## config.mk

```make
export PLATFORM = sky130hd
export DESIGN_NAME = pcie_rst_seq_flat
export DESIGN_NICKNAME = d
export VERILOG_FILES = /design/src/rtl/pcie_rst_seq_pkg.sv /design/src/rtl/pcie_rst_seq_if.sv /design/src/rtl/pcie_rst_seq_sync_2ff.sv /design/src/rtl/pcie_rst_seq.sv /design/src/flat_wrapper.sv
export SDC_FILE = /design/constraint.sdc
export NUM_CORES = 1
export LEC_CHECK = 0
export ABC_CLOCK_PERIOD_IN_PS = 2700
export BUFFER_PORTS_ARGS = -buffer_cell sky130_fd_sc_hd__buf_2
export CORE_MARGIN = 3
export CORE_UTILIZATION = 59
export DETAILED_ROUTE_END_ITERATION = 12
export PLACE_DENSITY = 0.83
export SYNTH_ARGS = -nofsm -noshare
export SYNTH_HDL_FRONTEND = slang
export SYNTH_SLANG_ARGS = --single-unit
```

## constraint.sdc

```tcl
create_clock -name sys_clk -period 2.7 [get_ports sys_clk]
set_clock_uncertainty 0.2 [all_clocks]
set_input_delay 0.405 -clock sys_clk [delete_from_list [all_inputs] [get_ports sys_clk]]
set_output_delay 0.405 -clock sys_clk [all_outputs]
set_load 0.005 [all_outputs]
```

## src/rtl/pcie_rst_seq_pkg.sv

```systemverilog
// ---------------------------------------------------------------------------
// pcie_rst_seq_pkg
//   Shared types and elaboration helpers for the PCIe reset sequencer.
//   - seq_state_t : sequencer FSM states
//   - cnt_width   : width of the shared cycle counter
//   - retry_width : width of the retry counter
//   - idx_width   : width of the channel index used during staggered release
// ---------------------------------------------------------------------------
package pcie_rst_seq_pkg;

    typedef enum logic [2:0] {
        ST_IDLE,
        ST_ASSERT,
        ST_RELEASE,
        ST_WAIT_LINK,
        ST_DONE,
        ST_FAIL
    } seq_state_t;

    function automatic int max3(input int a, input int b, input int c);
        int m;
        m = (a > b) ? a : b;
        return (m > c) ? m : c;
    endfunction

    // Wide enough to hold the largest of the hold, stagger and timeout limits.
    function automatic int cnt_width(input int hold, input int stagger, input int timeout);
        int w;
        w = $clog2(max3(hold, stagger, timeout) + 1);
        return (w < 1) ? 1 : w;
    endfunction

    // MAX_RETRY = 0 would give a zero-width vector; keep at least one bit.
    function automatic int retry_width(input int max_retry);
        int w;
        w = $clog2(max_retry + 1);
        return (w < 1) ? 1 : w;
    endfunction

    function automatic int idx_width(input int num_ch);
        int w;
        w = $clog2(num_ch);
        return (w < 1) ? 1 : w;
    endfunction

endpackage

```

## src/rtl/pcie_rst_seq_if.sv

```systemverilog
// ---------------------------------------------------------------------------
// pcie_rst_seq_if
//   Control/status bundle between a reset source (master) and the reset
//   sequencer (slave).
//   start      master->slave  1-cycle pulse to begin a reset sequence
//   link_up    master->slave  per-channel link-up, asynchronous to sys_clk
//   ch_rst_n   slave->master  per-channel active-low reset
//   busy       slave->master  sequence in progress
//   done       slave->master  all links up, sequence complete
//   fail       slave->master  retries exhausted, cores held in reset
//   retry_cnt  slave->master  retries consumed in the current sequence
// ---------------------------------------------------------------------------
interface pcie_rst_seq_if #(
    parameter int NUM_CH  = 2,
    parameter int RETRY_W = 2
) ();

    logic                start;
    logic [NUM_CH-1:0]   link_up;
    logic [NUM_CH-1:0]   ch_rst_n;
    logic                busy;
    logic                done;
    logic                fail;
    logic [RETRY_W-1:0]  retry_cnt;

    modport master (
        output start, link_up,
        input  ch_rst_n, busy, done, fail, retry_cnt
    );

    modport slave (
        input  start, link_up,
        output ch_rst_n, busy, done, fail, retry_cnt
    );

endinterface

```

## src/rtl/pcie_rst_seq_sync_2ff.sv

```systemverilog
// ---------------------------------------------------------------------------
// sync_2ff
//   Single-bit two-flop synchroniser with asynchronous active-low reset to 0.
//   sys_clk    in   destination clock
//   sys_rst_n  in   async active-low reset
//   d          in   asynchronous input
//   q          out  synchronised output, two sys_clk cycles of latency
// ---------------------------------------------------------------------------
module sync_2ff (
    input  logic sys_clk,
    input  logic sys_rst_n,
    input  logic d,
    output logic q
);

    logic meta;

    always_ff @(posedge sys_clk or negedge sys_rst_n) begin
        if (!sys_rst_n) begin
            meta <= 1'b0;
            q    <= 1'b0;
        end else begin
            meta <= d;
            q    <= meta;
        end
    end

endmodule

```

## src/rtl/pcie_rst_seq.sv

```systemverilog
// ---------------------------------------------------------------------------
// pcie_rst_seq
//   Parametrised reset sequencer for PCIe bring-up tops. Holds NUM_CH
//   active-low channel resets for HOLD_CYCLES, releases them staggered by
//   STAGGER_CYCLES, then watches the synchronised link_up bits. A missing or
//   lost link triggers a re-reset, up to MAX_RETRY times, after which the
//   cores are parked in reset and fail is raised.
//   sys_clk    in   sequencer clock
//   sys_rst_n  in   async active-low reset, aborts any sequence at once
//   bus        slave modport of pcie_rst_seq_if (start, link_up, ch_rst_n,
//                   busy, done, fail, retry_cnt)
// ---------------------------------------------------------------------------
module pcie_rst_seq
    import pcie_rst_seq_pkg::*;
#(
    parameter int NUM_CH         = 2,
    parameter int HOLD_CYCLES    = 10,
    parameter int STAGGER_CYCLES = 4,
    parameter int LINKUP_TIMEOUT = 4096,
    parameter int MAX_RETRY      = 3
) (
    input  logic          sys_clk,
    input  logic          sys_rst_n,
    pcie_rst_seq_if.slave bus
);

    localparam int CNT_W   = cnt_width(HOLD_CYCLES, STAGGER_CYCLES, LINKUP_TIMEOUT);
    localparam int RETRY_W = retry_width(MAX_RETRY);
    localparam int IDX_W   = idx_width(NUM_CH);

    localparam logic [CNT_W-1:0]   HOLD_LAST    = CNT_W'(HOLD_CYCLES - 1);
    localparam logic [CNT_W-1:0]   STAGGER_LAST = CNT_W'(STAGGER_CYCLES - 1);
    localparam logic [CNT_W-1:0]   TIMEOUT_LAST = CNT_W'(LINKUP_TIMEOUT - 1);
    localparam logic [CNT_W-1:0]   CNT_MAX      = '1;
    localparam logic [IDX_W-1:0]   IDX_LAST     = IDX_W'(NUM_CH - 1);
    localparam logic [RETRY_W-1:0] RETRY_LIMIT  = RETRY_W'(MAX_RETRY);

    if (NUM_CH < 1) begin : g_chk_num_ch
        $fatal(1, "pcie_rst_seq: NUM_CH must be >= 1");
    end
    if (HOLD_CYCLES < 1) begin : g_chk_hold
        $fatal(1, "pcie_rst_seq: HOLD_CYCLES must be >= 1");
    end
    if (STAGGER_CYCLES < 1) begin : g_chk_stagger
        $fatal(1, "pcie_rst_seq: STAGGER_CYCLES must be >= 1");
    end
    if (LINKUP_TIMEOUT < 1) begin : g_chk_timeout
        $fatal(1, "pcie_rst_seq: LINKUP_TIMEOUT must be >= 1");
    end
    if (MAX_RETRY < 0) begin : g_chk_retry
        $fatal(1, "pcie_rst_seq: MAX_RETRY must be >= 0");
    end

    seq_state_t         state, state_nxt;
    logic [CNT_W-1:0]   cnt, cnt_nxt;
    logic [IDX_W-1:0]   ch_idx, ch_idx_nxt;
    logic [NUM_CH-1:0]  rel, rel_nxt;
    logic [RETRY_W-1:0] retry, retry_nxt;
    logic [NUM_CH-1:0]  link_sync;
    logic               all_up;

    for (genvar i = 0; i < NUM_CH; i++) begin : g_sync
        sync_2ff u_sync (
            .sys_clk   (sys_clk),
            .sys_rst_n (sys_rst_n),
            .d         (bus.link_up[i]),
            .q         (link_sync[i])
        );
    end

    assign all_up = &link_sync;

    always_ff @(posedge sys_clk or negedge sys_rst_n) begin
        if (!sys_rst_n) begin
            state  <= ST_IDLE;
            cnt    <= '0;
            ch_idx <= '0;
            rel    <= '0;
            retry  <= '0;
        end else begin
            state  <= state_nxt;
            cnt    <= cnt_nxt;
            ch_idx <= ch_idx_nxt;
            rel    <= rel_nxt;
            retry  <= retry_nxt;
        end
    end

    // The shared counter means "hold cycles" in ASSERT, "cycles since the
    // previous channel release" in RELEASE and "cycles since the last release"
    // in WAIT_LINK; it is cleared on every state entry that uses it.
    // Channel release happens when the stagger counter is at 0, so with
    // STAGGER_CYCLES=1 the index advances on every cycle.
    always_comb begin
        state_nxt  = state;
        cnt_nxt    = cnt;
        ch_idx_nxt = ch_idx;
        rel_nxt    = rel;
        retry_nxt  = retry;

        case (state)
            ST_IDLE: begin
                rel_nxt = '0;
                if (bus.start) begin
                    state_nxt = ST_ASSERT;
                    cnt_nxt   = '0;
                    retry_nxt = '0;
                end
            end

            ST_ASSERT: begin
                rel_nxt    = '0;
                ch_idx_nxt = '0;
                if (cnt == HOLD_LAST) begin
                    state_nxt = ST_RELEASE;
                    cnt_nxt   = '0;
                end else if (cnt != CNT_MAX) begin
                    cnt_nxt = cnt + 1'b1;
                end
            end

            ST_RELEASE: begin
                if (cnt == '0) begin
                    rel_nxt[ch_idx] = 1'b1;
                end
                if (cnt == '0 && ch_idx == IDX_LAST) begin
                    state_nxt = ST_WAIT_LINK;
                    cnt_nxt   = '0;
                end else if (cnt == STAGGER_LAST) begin
                    cnt_nxt    = '0;
                    ch_idx_nxt = ch_idx + 1'b1;
                end else if (cnt != CNT_MAX) begin
                    cnt_nxt = cnt + 1'b1;
                end
            end

            // Success is tested before the timeout so a link that comes up on
            // the timeout cycle still completes the sequence.
            ST_WAIT_LINK: begin
                if (all_up) begin
                    state_nxt = ST_DONE;
                end else if (cnt == TIMEOUT_LAST) begin
                    if (retry < RETRY_LIMIT) begin
                        retry_nxt = retry + 1'b1;
                        state_nxt = ST_ASSERT;
                        cnt_nxt   = '0;
                        rel_nxt   = '0;
                    end else begin
                        state_nxt = ST_FAIL;
                        rel_nxt   = '0;
                    end
                end else if (cnt != CNT_MAX) begin
                    cnt_nxt = cnt + 1'b1;
                end
            end

            // A link lost after completion is handled like a timeout.
            ST_DONE: begin
                if (bus.start) begin
                    state_nxt = ST_ASSERT;
                    cnt_nxt   = '0;
                    retry_nxt = '0;
                    rel_nxt   = '0;
                end else if (!all_up) begin
                    if (retry < RETRY_LIMIT) begin
                        retry_nxt = retry + 1'b1;
                        state_nxt = ST_ASSERT;
                        cnt_nxt   = '0;
                        rel_nxt   = '0;
                    end else begin
                        state_nxt = ST_FAIL;
                        rel_nxt   = '0;
                    end
                end
            end

            ST_FAIL: begin
                rel_nxt = '0;
                if (bus.start) begin
                    state_nxt = ST_ASSERT;
                    cnt_nxt   = '0;
                    retry_nxt = '0;
                end
            end

            default: begin
                state_nxt = ST_IDLE;
                rel_nxt   = '0;
            end
        endcase
    end

    assign bus.ch_rst_n  = rel;
    assign bus.busy      = (state == ST_ASSERT) || (state == ST_RELEASE) || (state == ST_WAIT_LINK);
    assign bus.done      = (state == ST_DONE);
    assign bus.fail      = (state == ST_FAIL);
    assign bus.retry_cnt = retry;

endmodule

```

## src/flat_wrapper.sv

```systemverilog
// flat-port wrapper written by rule: the top's interface ports become plain ports
module pcie_rst_seq_flat import pcie_rst_seq_pkg::*;
#(
    parameter int NUM_CH         = 2,
    parameter int HOLD_CYCLES    = 10,
    parameter int STAGGER_CYCLES = 4,
    parameter int LINKUP_TIMEOUT = 4096,
    parameter int MAX_RETRY      = 3
)
  (sys_clk, sys_rst_n, bus_start, bus_link_up, bus_ch_rst_n, bus_busy, bus_done, bus_fail, bus_retry_cnt);
  pcie_rst_seq_if #(.NUM_CH(NUM_CH), .RETRY_W(2)) bus_i ();
  input  logic sys_clk;
  input  logic sys_rst_n;
  input wire logic [$bits(bus_i.start)-1:0] bus_start;
  input wire logic [$bits(bus_i.link_up)-1:0] bus_link_up;
  output wire logic [$bits(bus_i.ch_rst_n)-1:0] bus_ch_rst_n;
  output wire logic [$bits(bus_i.busy)-1:0] bus_busy;
  output wire logic [$bits(bus_i.done)-1:0] bus_done;
  output wire logic [$bits(bus_i.fail)-1:0] bus_fail;
  output wire logic [$bits(bus_i.retry_cnt)-1:0] bus_retry_cnt;
  assign bus_i.start = bus_start;
  assign bus_i.link_up = bus_link_up;
  assign bus_ch_rst_n = bus_i.ch_rst_n;
  assign bus_busy = bus_i.busy;
  assign bus_done = bus_i.done;
  assign bus_fail = bus_i.fail;
  assign bus_retry_cnt = bus_i.retry_cnt;
  pcie_rst_seq #(.NUM_CH(NUM_CH), .HOLD_CYCLES(HOLD_CYCLES), .STAGGER_CYCLES(STAGGER_CYCLES), .LINKUP_TIMEOUT(LINKUP_TIMEOUT), .MAX_RETRY(MAX_RETRY)) u_core (.sys_clk(sys_clk), .sys_rst_n(sys_rst_n), .bus(bus_i));
endmodule
```

==> impl_metrics.json <==
{
  "cp_slowest_cell": "or4_4",
  "boundaryPins": 12,
  "synth_fa_ha_area_frac": 0.0231,
  "synthMuxAreaShare": 0,
  "layout.cells.most_common": "nand2_1",
  "hold_viol": 0,
  "cts_tree": "done",
  "maxSlewViolCount": 0,
  "clock-sinks": 25,
  "rsz0062_at_grt": "no",
  "synth.avg_cell_area_um2": 8.66,
  "synth-xor-area-share": 0,
  "die_w_um": 58.5,
  "synthArstFlopShare": 1.00,
  "viasPerCell": 6.61,
  "dp_hpwl_um": 2620,
  "synth_edf_count": 0,
  "clock_latency_ns": 0.32,
  "setup_viol": 0,
  "cts_setup_buffers": 0,
  "synth-seq-area-share": 0.384,
  "status": "complete, no violations",
  "port_buffers": 11,
  "netlist.area_leader.share": 0.384,
  "relSlewSlack": 0.640,
  "slowest_delay_ns": 0.55,
  "crit_end": "u_core.cnt[3]",
  "drc": 0,
  "powerDensity_nw_per_um2": 709,
  "numCtsBuffers": 3,
  "synth_compound_area_frac": 0.283,
  "synth_cell_types": 49,
  "maxCapViolations": 0,
  "fmax_ghz": 0.394,
  "synth_seq_cells": 25,
  "reg2reg_to": "u_core.cnt[3]",
  "wl_um": 3630,
  "peakVddDrop_mv": 0.466,
  "vias": 1494,
  "cts_root_buf": "clkbuf_4",
  "fin_crit_sh": 0.939,
  "synthTopCellsByArea": "dfrtp_1, nand2_1, o21ai_0, nand4_1, a21oi_1",
  "cp_num_cells": 7,
  "drive_gt1_frac": 0.143,
  "antenna_found_initial": 0,
  "cp_num_buf_inv": 0,
  "fin_nets": 205,
  "routedWlPerCell_um": 16.1,
  "critical_path_arrival_ns": 2.54,
  "yosys_warnings": 0,
  "ant_nets": 0,
  "floorplan.initialDensity": 0.640,
  "cp-startpoint": "u_core.cnt[1]",
  "grt_pass1_wl_um": 6240,
  "die_h_um": 58.5,
  "critPathCaptureType": "register",
  "htreeDepth": 1,
  "syn-num-nets": 196,
  "worst_pin_slew_ns": 0.541,
  "synth_top_family_by_area": "compound AO/OA/AOI/OAI gates",
  "synth_top_cell_by_area": "dfrtp_1",
  "cp.required_ns": 2.70,
  "synth-simple-area-share": 0.252,
  "r2r_start": "u_core.cnt[1]",
  "path_cells": "ha_1 > nand4_1 > or4_4 > a22oi_4 > and2_4 > a2bb2oi_1 > o31ai_2",
  "min_period_ns": 2.54,
  "syn_to_final_growth_pct": 5.76,
  "antenna_cells": 0,
  "p_leak_nw": 0.755,
  "grtUsageTotal": 0.235,
  "final_cell_mix": "nand2_1, dfrtp_1, o21ai_0",
  "grt_pass1_vias": 1365,
  "netlist_instances": 188,
  "worst_setup_path_start_kind": "register",
  "path_class": "register to register",
  "ys.flop_type": "dfrtp_1",
  "cp_top_family": "simple AND/OR/NAND/NOR gates",
  "final_core_util": 0.677,
  "dr.pass1.iters": 4,
  "routabilityCongestion": 0.924,
  "setup_tns_ns": 0,
  "dieArea_um2": 3430,
  "r2r_slack_ns": 0.16,
  "coreArea_um2": 2540,
  "path_max_fanout": 8,
  "overflow": 0,
  "hold_path_class": "register to register",
  "synthesis.area_um2": 1630,
  "drtIter0Drc": 75,
  "r2r_cells": 7,
  "rows": 18,
  "ctsLongestPathBuffers": 2,
  "clk_pin_slew_ns": 0.14,
  "grt_max_degree": 26
}
-- cell families after synthesis --
logic type	after synthesis
and+or+nand+nor	78
AOI/OAI and AO/OA	65
buffers and inverters	17
adders and majority gates	3
DFF	25
-- where the power goes --
group	total, mW	internal [mW]	switching [mW]
sequential	0.497	0.418	0.0789
clock	0.169	0.0577	0.111
combinational	0.556	0.246	0.309
-- synth_stat cells, types with 2 or more instances --
| cell | instances |
|---|---|
| o31ai_2 | 3 |
| a31oi_1 | 3 |
| a21boi_0 | 2 |
| ha_1 | 3 |
| o31ai_1 | 5 |
| nor2_1 | 11 |
| a21o_1 | 2 |
| o21ai_1 | 4 |
| nor3_1 | 6 |
| o22a_1 | 2 |
| a22oi_1 | 2 |
| buf_2 | 3 |
| and4_1 | 2 |
| nand2_1 | 28 |
| nor4_1 | 2 |
| a21oi_1 | 11 |
| clkbuf_1 | 6 |
| a2bb2oi_1 | 6 |
| dfrtp_1 | 25 |
| inv_1 | 4 |
| nand4_1 | 9 |
| buf_4 | 2 |
| nand3_1 | 6 |
| o21ai_0 | 14 |
| nand2b_1 | 2 |
| and3_1 | 2 |
-- per-stage QoR --
step / worst slack, ns / hold WS (ns) / instance area (µm²) / std cells / power (mW)
floorplan: 0.288 / -0.0906 / 1630 / 188 / 0.966
CTS: 0.139 / 0.172 / 1720 / 226 / 1.22
finish: 0.164 / 0.167 / 1720 / 226 / 1.22
global route: 0.0596 / 0.184 / 1720 / 226 / 1.31
detailed placement: 0.161 / 0.140 / 1660 / 219 / 1.05
global placement: 0.289 / 0.134 / 1660 / 219 / 1.02
-- what timing repair did --
action	in CTS	in global routing
resized for setup	0	1
endpoints found under the setup margin	0	1
hold buffers	3	0
hold endpoints to repair	27	0
-- cell type report --
| class | instances | area, µm² |
|---|---|---|
| clock buffer | 4 | 26.3 |
| fill | 214 | 823 |
| inverter | 4 | 15.0 |
| multi-input combinational | 146 | 908 |
| sequential | 25 | 627 |
| tap | 30 | 37.5 |
| timing repair buffer | 17 | 108 |
-- sequential cells by signal, indices dropped and copies added (netlist names) --
signal,count
u_core.bus.ch_rst_n,2
u_core.bus.retry_cnt,2
u_core.ch_idx,1
u_core.cnt,13
u_core.g_sync.u_sync.meta,2
u_core.g_sync.u_sync.q,2
u_core.state,3
-- layer usage --
layer	GRT usage	wire, µm	vias up
met5	0	0	-
met4	0.106	102	0
met3	0.0307	243	12
met2	0.337	1620	67
met1	0.351	1660	694
li1	-	-	721
-- worst min path at each step --
stage,start,to,depth (start not counted)
6_report,u_core.g_sync[1].u_sync.meta,u_core.g_sync[1].u_sync.q,0
3_3_place_gp,u_core.g_sync[0].u_sync.meta,u_core.g_sync[0].u_sync.q,0
4_1_cts,u_core.g_sync[1].u_sync.meta,u_core.g_sync[1].u_sync.q,0
5_1_grt,u_core.g_sync[1].u_sync.meta,u_core.g_sync[1].u_sync.q,0
2_1_floorplan,sys_rst_n,u_core.bus.ch_rst_n[0],0
3_5_place_dp,u_core.g_sync[1].u_sync.meta,u_core.g_sync[1].u_sync.q,0
Power figures use the tool's default switching activity.
